--- config.mk ---
export PLATFORM = sky130hd
export DESIGN_NAME = ysyx_23060136_ifu_fetch_flat
export DESIGN_NICKNAME = d
export VERILOG_FILES = /design/src/rtl/ysyx_23060136_ifu_fetch_if.sv /design/src/rtl/ysyx_23060136_ifu_fetch.sv /design/src/flat_wrapper.sv
export SDC_FILE = /design/constraint.sdc
export NUM_CORES = 1
export LEC_CHECK = 0
export BUFFER_PORTS_ARGS = -buffer_cell sky130_fd_sc_hd__buf_2
export CAP_MARGIN = 20
export CORE_ASPECT_RATIO = 2
export CORE_MARGIN = 5
export CORE_UTILIZATION = 31
export CTS_CLUSTER_DIAMETER = 40
export DETAILED_ROUTE_END_ITERATION = 7
export GPL_ROUTABILITY_DRIVEN = 1
export SLEW_MARGIN = 10
export SYNTH_ARGS = -nofsm -noshare
export SYNTH_HDL_FRONTEND = slang
export SYNTH_SLANG_ARGS = --single-unit
--- constraint.sdc ---
create_clock -name clk -period 2.2 [get_ports clk]
set_clock_uncertainty 0.15 [all_clocks]
set_input_delay 0.44 -clock clk [delete_from_list [all_inputs] [get_ports clk]]
set_output_delay 0.44 -clock clk [all_outputs]
set_load 0.05 [all_outputs]
--- src/rtl/ysyx_23060136_ifu_fetch_if.sv ---
// Instruction-memory port of the fetch stage: one request channel, one response channel.
// The IFU is the master; the memory (or its model) is the slave.
interface ysyx_23060136_ifu_fetch_if #(
  parameter int BITS_W = 64,
  parameter int INST_W = 32
);
  logic              IFU_o_mem_req_valid;
  logic [BITS_W-1:0] IFU_o_mem_req_addr;
  logic              IFU_i_mem_req_ready;
  logic              IFU_i_mem_resp_valid;
  logic [INST_W-1:0] IFU_i_mem_resp_inst;
  logic              IFU_i_mem_resp_err;

  modport master (
    output IFU_o_mem_req_valid,
    output IFU_o_mem_req_addr,
    input  IFU_i_mem_req_ready,
    input  IFU_i_mem_resp_valid,
    input  IFU_i_mem_resp_inst,
    input  IFU_i_mem_resp_err
  );

  modport slave (
    input  IFU_o_mem_req_valid,
    input  IFU_o_mem_req_addr,
    output IFU_i_mem_req_ready,
    output IFU_i_mem_resp_valid,
    output IFU_i_mem_resp_inst,
    output IFU_i_mem_resp_err
  );
endinterface

--- src/rtl/ysyx_23060136_ifu_fetch.sv ---
// Fetch stage: holds the fetch PC, keeps one memory request in flight and buffers one
// response for the IDU. Redirects discard in-flight fetches; an access fault halts fetch.
module ysyx_23060136_ifu_fetch #(
   parameter int                BITS_W   = 64,
   parameter int                INST_W   = 32,
   parameter logic [BITS_W-1:0] RESET_PC = BITS_W'(64'h8000_0000)
) (
   input  logic                             clk,
   input  logic                             rst,
   ysyx_23060136_ifu_fetch_if.master        mem,
   input  logic                             IFU_i_redirect,
   input  logic [BITS_W-1:0]                IFU_i_redirect_pc,
   output logic                             IFU_o_valid,
   input  logic                             IFU_i_ready,
   output logic [BITS_W-1:0]                IFU_o_pc,
   output logic [INST_W-1:0]                IFU_o_inst,
   output logic                             IFU_o_commit,
   output logic                             IFU_o_fault
);

   typedef enum logic [2:0] {
      S_IDLE,
      S_REQ,
      S_WAIT,
      S_DROP,
      S_HALT
   } state_t;

   state_t            state, state_nxt;
   logic [BITS_W-1:0] fetch_pc;
   logic              req_valid;
   logic              req_fire;
   logic              resp;
   logic              resp_err;
   logic              take;
   logic              drain;

   // A request is only issued when the buffer is free by the time the response lands.
   assign req_valid = (state == S_REQ) && (!IFU_o_valid || IFU_i_ready);
   assign req_fire  = req_valid && mem.IFU_i_mem_req_ready;
   assign resp      = mem.IFU_i_mem_resp_valid;
   assign resp_err  = mem.IFU_i_mem_resp_err;
   assign take      = (state == S_WAIT) && resp && !IFU_i_redirect;
   assign drain     = IFU_o_valid && IFU_i_ready;

   assign mem.IFU_o_mem_req_valid = req_valid;
   assign mem.IFU_o_mem_req_addr  = fetch_pc;

   // NOTE: every variable assigned here gets a default first, so no path infers a latch.
   always_comb begin
      state_nxt = state;
      unique case (state)
         S_IDLE:  state_nxt = S_REQ;
         S_REQ:   if (req_fire) state_nxt = S_WAIT;
         S_WAIT:  if (resp) state_nxt = resp_err ? S_HALT : S_REQ;
         S_DROP:  if (resp) state_nxt = S_REQ;
         S_HALT:  state_nxt = S_HALT;
         default: state_nxt = S_IDLE;
      endcase

      // A request still outstanding after a redirect must have its response swallowed.
      if (IFU_i_redirect) begin
         unique case (state)
            S_REQ:   state_nxt = req_fire ? S_DROP : S_REQ;
            S_WAIT,
            S_DROP:  state_nxt = resp ? S_REQ : S_DROP;
            default: state_nxt = S_REQ;
         endcase
      end
   end

   // NOTE: sequential state uses non-blocking assignments only, so every register samples
   // the pre-edge values regardless of statement order.
   always_ff @(posedge clk) begin
      // NOTE: every register here is a control or datapath flop with a defined reset value;
      // there is no storage array, so nothing is left unreset.
      if (rst) begin
         state        <= S_IDLE;
         fetch_pc     <= RESET_PC;
         IFU_o_valid  <= 1'b0;
         IFU_o_pc     <= '0;
         IFU_o_inst   <= '0;
         IFU_o_commit <= 1'b0;
         IFU_o_fault  <= 1'b0;
      end else begin
         state <= state_nxt;
         if (IFU_i_redirect) begin
            fetch_pc     <= IFU_i_redirect_pc;
            IFU_o_valid  <= 1'b0;
            IFU_o_commit <= 1'b0;
            IFU_o_fault  <= 1'b0;
         end else if (take) begin
            IFU_o_valid  <= 1'b1;
            IFU_o_pc     <= fetch_pc;
            IFU_o_inst   <= resp_err ? '0 : mem.IFU_i_mem_resp_inst;
            IFU_o_commit <= !resp_err;
            IFU_o_fault  <= resp_err;
            if (!resp_err) fetch_pc <= fetch_pc + BITS_W'(4);
         end else if (drain) begin
            IFU_o_valid  <= 1'b0;
            IFU_o_commit <= 1'b0;
            IFU_o_fault  <= 1'b0;
         end
      end
   end

endmodule

--- src/flat_wrapper.sv ---
// flat-port wrapper written by rule: the top's interface ports become plain ports
module ysyx_23060136_ifu_fetch_flat 
#(
   parameter int                BITS_W   = 64,
   parameter int                INST_W   = 32,
   parameter logic [BITS_W-1:0] RESET_PC = BITS_W'(64'h8000_0000)
)
  (clk, rst, IFU_i_redirect, IFU_i_redirect_pc, IFU_o_valid, IFU_i_ready, IFU_o_pc, IFU_o_inst, IFU_o_commit, IFU_o_fault, mem_IFU_o_mem_req_valid, mem_IFU_o_mem_req_addr, mem_IFU_i_mem_req_ready, mem_IFU_i_mem_resp_valid, mem_IFU_i_mem_resp_inst, mem_IFU_i_mem_resp_err);
  ysyx_23060136_ifu_fetch_if #(.BITS_W(BITS_W), .INST_W(INST_W)) mem_i ();
  input  logic clk;
  input  logic rst;
  input  logic IFU_i_redirect;
  input  logic [BITS_W-1:0] IFU_i_redirect_pc;
  output logic IFU_o_valid;
  input  logic IFU_i_ready;
  output logic [BITS_W-1:0] IFU_o_pc;
  output logic [INST_W-1:0] IFU_o_inst;
  output logic IFU_o_commit;
  output logic IFU_o_fault;
  output wire logic [$bits(mem_i.IFU_o_mem_req_valid)-1:0] mem_IFU_o_mem_req_valid;
  output wire logic [$bits(mem_i.IFU_o_mem_req_addr)-1:0] mem_IFU_o_mem_req_addr;
  input wire logic [$bits(mem_i.IFU_i_mem_req_ready)-1:0] mem_IFU_i_mem_req_ready;
  input wire logic [$bits(mem_i.IFU_i_mem_resp_valid)-1:0] mem_IFU_i_mem_resp_valid;
  input wire logic [$bits(mem_i.IFU_i_mem_resp_inst)-1:0] mem_IFU_i_mem_resp_inst;
  input wire logic [$bits(mem_i.IFU_i_mem_resp_err)-1:0] mem_IFU_i_mem_resp_err;
  assign mem_IFU_o_mem_req_valid = mem_i.IFU_o_mem_req_valid;
  assign mem_IFU_o_mem_req_addr = mem_i.IFU_o_mem_req_addr;
  assign mem_i.IFU_i_mem_req_ready = mem_IFU_i_mem_req_ready;
  assign mem_i.IFU_i_mem_resp_valid = mem_IFU_i_mem_resp_valid;
  assign mem_i.IFU_i_mem_resp_inst = mem_IFU_i_mem_resp_inst;
  assign mem_i.IFU_i_mem_resp_err = mem_IFU_i_mem_resp_err;
  ysyx_23060136_ifu_fetch #(.BITS_W(BITS_W), .INST_W(INST_W), .RESET_PC(RESET_PC)) u_core (.clk(clk), .rst(rst), .mem(mem_i), .IFU_i_redirect(IFU_i_redirect), .IFU_i_redirect_pc(IFU_i_redirect_pc), .IFU_o_valid(IFU_o_valid), .IFU_i_ready(IFU_i_ready), .IFU_o_pc(IFU_o_pc), .IFU_o_inst(IFU_o_inst), .IFU_o_commit(IFU_o_commit), .IFU_o_fault(IFU_o_fault));
endmodule
==> impl_metrics.toml <==
[critical_path]
startpoint_type = "flip-flop"
end_kind = "flip-flop"
rr_endpoint = "u_core.mem.IFU_o_mem_req_addr[50]"
worst_ep_arrival_time_ns = 2.50
critical_path.startpoint = "u_core.state[0]"
crit_path_max_fo = 4
r2r_slack_ns = -0.12
reg2reg_from = "u_core.state[0]"
worst-r2r-cell-count = 7
crit_end = "u_core.mem.IFU_o_mem_req_addr[50]"
cp.required_ns = 2.38
crit_path_kind = "reg2reg"

[power]
power.static_leakage_nw = 4.71
ir_drop_v = 0.000577
ratio_of_total_power_to_cell_area_mw_per_mm2 = 660
report.power.total_mw = 7.35

[detailed_routing]
routed_wl_um = 28500
antenna_violating_nets_post_route = 0
drt_drc_violations_left = 0
wl_per_cell_um = 18.3
drt_first_iter_violations = 445
drt_pass1_iterations = 4
route.vias.total = 8201
via_per_inst = 5.25

[placed_design]
post-dp-hpwl_um = 21700
placement.cell_area_mm2 = 0.0100
io_buffers = 266
globalplace.congestion = 0.870

[cts]
worst_skew_pair.late_latency_ns = 0.44
root_buffer_selected_by_cts = "sky130_fd_sc_hd__clkbuf_16"
htree_num_levels = 4
total_cts_buffers = 17
clk_pin_slew_worst_paths_ns = 0.07
cts_max_path_buffers = 2
sink_count_of_the_clock_tree = 166
cts_hold_buffers_added = 0
cts_tree = "built"

[floorplanning]
die_width_um = 119
dieArea_mm2 = 0.0271
floorplan.io_pins = 267
initial_core_util = 0.315
core.rowCount = 79
placeableCoreArea_mm2 = 0.0233
chipHeight_um = 228

[timing]
final_period_minus_worst_setup_slack_ns = 2.32
postLayoutSetupSlackWorst_ns = -0.116
report.final.slew_viol_count = 0
slew-limit-headroom = 0.692
final.period_utilization = 1.05
grt_setup_unrepaired = "true"
setup_viol = 12
fmax_ghz = 0.432
tightest_slew_ns = 0.458
final_count_of_hold_timing_violations = 0

[synthesis]
area_share_of_and_or_nand_nor_cells_after_synthesis = 0.280
synth_area_per_cell_um2 = 8.08
synth_adder_area_share = 0.00170
synth-compound-area-share = 0.183
synth_cell_types = 50
syn_area_mm2 = 0.00736
ys_seq_area_frac = 0.452
yosys_most_used_dff = "sky130_fd_sc_hd__dfxtp_1"
postSynth.asyncResetShare = 0
post_synth_xor_area_fraction = 0.0357
synth-edff-count = 0
synth_top_family_by_area = "simple AND/OR/NAND/NOR gates"
number_of_instances_in_the_synthesized_netlist = 911
synth-seq-cells = 166
post_synth_mux_area_share = 0.00272
synth_fp_nets = 1015
synth-warning-count = 0

[cells_and_area]
post_route_cells_drive_above_1_share = 0.424
area_growth_syn_to_layout_pct = 51.4
design_area_mm2 = 0.0111
final_nets = 1367

[outcome]
violations_in_the_final_reports = "negative setup slack"
run_status = "finished, violations left"

[grt]
grt_max_degree = 68
grt_util_all_layers = 0.204
grt_pass1_wl_um = 44000
global_route.overflow_total = 0
grt_antenna_before_repair = 3
number_of_global_route_vias_before_repair = 8178

[job]
maxCapViolCount = 0

[worst_hold_path]
hp-class = "in2reg"
==> through the flow <==
step,utilization,setup slack [ns],hold WS [ns],cells,setup TNS [ns]
2_1_floorplan,-,-0.283,0.304,911,-1.94
3_3_place_gp,0.430,-0.255,0.288,1511,-3.31
3_5_place_dp,0.430,-0.288,0.293,1511,-4.40
4_1_cts,0.462,-0.110,0.0467,1546,-0.624
5_1_grt,0.478,-0.216,0.0704,1562,-2.48
6_report,0.478,-0.116,0.0790,1562,-0.680
==> cells in the mapped netlist (6+ instances only) <==
master	instances	area [µm²]
sky130_fd_sc_hd__nand2_1	168	631
sky130_fd_sc_hd__dfxtp_1	166	3320
sky130_fd_sc_hd__nor2_1	92	345
sky130_fd_sc_hd__a21oi_1	71	355
sky130_fd_sc_hd__clkbuf_1	63	236
sky130_fd_sc_hd__nand4_1	34	213
sky130_fd_sc_hd__a22oi_1	32	240
sky130_fd_sc_hd__nand3_1	31	155
sky130_fd_sc_hd__a211oi_1	26	195
sky130_fd_sc_hd__o21ai_0	21	105
sky130_fd_sc_hd__nor3_1	20	100
sky130_fd_sc_hd__xor2_1	16	140
sky130_fd_sc_hd__inv_1	15	56.3
sky130_fd_sc_hd__xnor2_1	14	123
sky130_fd_sc_hd__nor4_1	13	81.3
sky130_fd_sc_hd__a2111oi_0	10	87.6
sky130_fd_sc_hd__and4_1	10	87.6
sky130_fd_sc_hd__a311oi_1	8	70.1
sky130_fd_sc_hd__and3_1	8	50.1
sky130_fd_sc_hd__nor4b_1	8	70.1
sky130_fd_sc_hd__o2111a_1	7	78.8
sky130_fd_sc_hd__or4b_1	7	70.1
sky130_fd_sc_hd__nor2b_1	6	37.5
==> layer usage <==
layer  vias to the layer above  part of all wire  track usage
met1                      3900              0.35        0.203
met2                       258              0.55        0.381
met3                        59             0.054       0.0490
met4                         0             0.044        0.116
li1                       3984                 -            -
met5                         -                 0            0
==> state kept, by name, summed over array words and instances, names as in the netlist <==
| signal | cells |
|---|---|
| u_core.mem.IFU_o_mem_req_addr | 64 |
| u_core.IFU_o_commit | 1 |
| u_core.IFU_o_valid | 1 |
| u_core.IFU_o_fault | 1 |
| u_core.IFU_o_inst | 32 |
| u_core.state | 3 |
| u_core.IFU_o_pc | 64 |
==> cell type report <==
cell class | count | area, µm²
multi-input combinational | 661 | 4120
inverter | 15 | 56.3
antenna | 3 | 7.51
fill | 2378 | 12200
tap | 283 | 354
timing repair buffer | 402 | 2550
clock buffer | 20 | 489
sequential | 166 | 3460
clock inverter | 12 | 114
==> cell usage in the layout (no fill, tap or decap), types with 5 or more instances in the layout <==
master / instances
sky130_fd_sc_hd__o21a_1: 5
sky130_fd_sc_hd__dfxtp_4: 29
sky130_fd_sc_hd__nor4_1: 5
sky130_fd_sc_hd__nor3_1: 17
sky130_fd_sc_hd__o21ai_0: 18
sky130_fd_sc_hd__xor2_1: 16
sky130_fd_sc_hd__nor2_1: 90
sky130_fd_sc_hd__nand3_1: 26
sky130_fd_sc_hd__buf_12: 12
sky130_fd_sc_hd__nand2_1: 165
sky130_fd_sc_hd__a2111oi_2: 5
sky130_fd_sc_hd__buf_4: 119
sky130_fd_sc_hd__inv_1: 14
sky130_fd_sc_hd__xnor2_1: 14
sky130_fd_sc_hd__and4_1: 7
sky130_fd_sc_hd__dfxtp_1: 118
sky130_fd_sc_hd__nand4_1: 34
sky130_fd_sc_hd__a22oi_1: 32
sky130_fd_sc_hd__a31oi_1: 5
sky130_fd_sc_hd__a21oi_1: 70
sky130_fd_sc_hd__buf_6: 6
sky130_fd_sc_hd__a2111oi_1: 5
sky130_fd_sc_hd__and3_1: 8
sky130_fd_sc_hd__nor4_2: 6
sky130_fd_sc_hd__a311oi_1: 6
sky130_fd_sc_hd__o2111a_1: 7
sky130_fd_sc_hd__nor2b_1: 5
sky130_fd_sc_hd__dfxtp_2: 19
sky130_fd_sc_hd__or4b_1: 6
sky130_fd_sc_hd__a211oi_1: 24
sky130_fd_sc_hd__clkbuf_16: 20
sky130_fd_sc_hd__and2_1: 5
sky130_fd_sc_hd__buf_2: 264
==> worst max-delay path, cell delays in order (launching register included) <==
cell and delay [ns]:
sky130_fd_sc_hd__dfxtp_2 0.33, sky130_fd_sc_hd__nor4bb_4 0.26, sky130_fd_sc_hd__buf_4 0.18, sky130_fd_sc_hd__and4_4 0.25, sky130_fd_sc_hd__nand4_1 0.22, sky130_fd_sc_hd__buf_4 0.22, sky130_fd_sc_hd__or4b_1 0.47, sky130_fd_sc_hd__o2111a_1 0.13
==> power breakdown <==
part	leakage (nW)	switching [mW]	total, mW	internal (mW)
logic	3.03	0.721	1.10	0.374
clock network	0.294	1.32	3.06	1.74
registers	1.38	0.101	3.19	3.09
==> repair_timing <==
action	CTS	global route
setup endpoints to repair	23	32
pin swaps	12	20
resized for setup	22	55
gates cloned	0	1
buffers inserted	3	14
==> kinds of logic (layout without fill, tap and decap cells) <==
group | Yosys count | in the layout
other | 0 | 3
adder cells (fa/ha/maj) | 1 | 1
AND/OR/NAND/NOR | 425 | 425
AO/OA/AOI/OAI | 203 | 203
XOR/XNOR | 30 | 30
buffers and inverters | 84 | 449
flip-flops | 166 | 166
multiplexers | 2 | 2
==> how the worst min path moves through the flow <==
stage | depth (start not counted) | slack, ns | to | start
final | 3 | 0.08 | u_core.IFU_o_inst[15] | mem_IFU_i_mem_resp_inst[15]
after CTS | 3 | 0.05 | u_core.IFU_o_inst[6] | mem_IFU_i_mem_resp_inst[6]
after detailed placement | 2 | 0.29 | u_core.IFU_o_pc[45] | u_core.IFU_o_pc[45]
after global placement | 2 | 0.29 | u_core.IFU_o_pc[42] | u_core.IFU_o_pc[42]
after floorplan | 1 | 0.30 | u_core.state[2] | u_core.state[0]
after global routing | 3 | 0.07 | u_core.mem.IFU_o_mem_req_addr[0] | IFU_i_redirect_pc[0]
(Power assumes the default switching activity.)
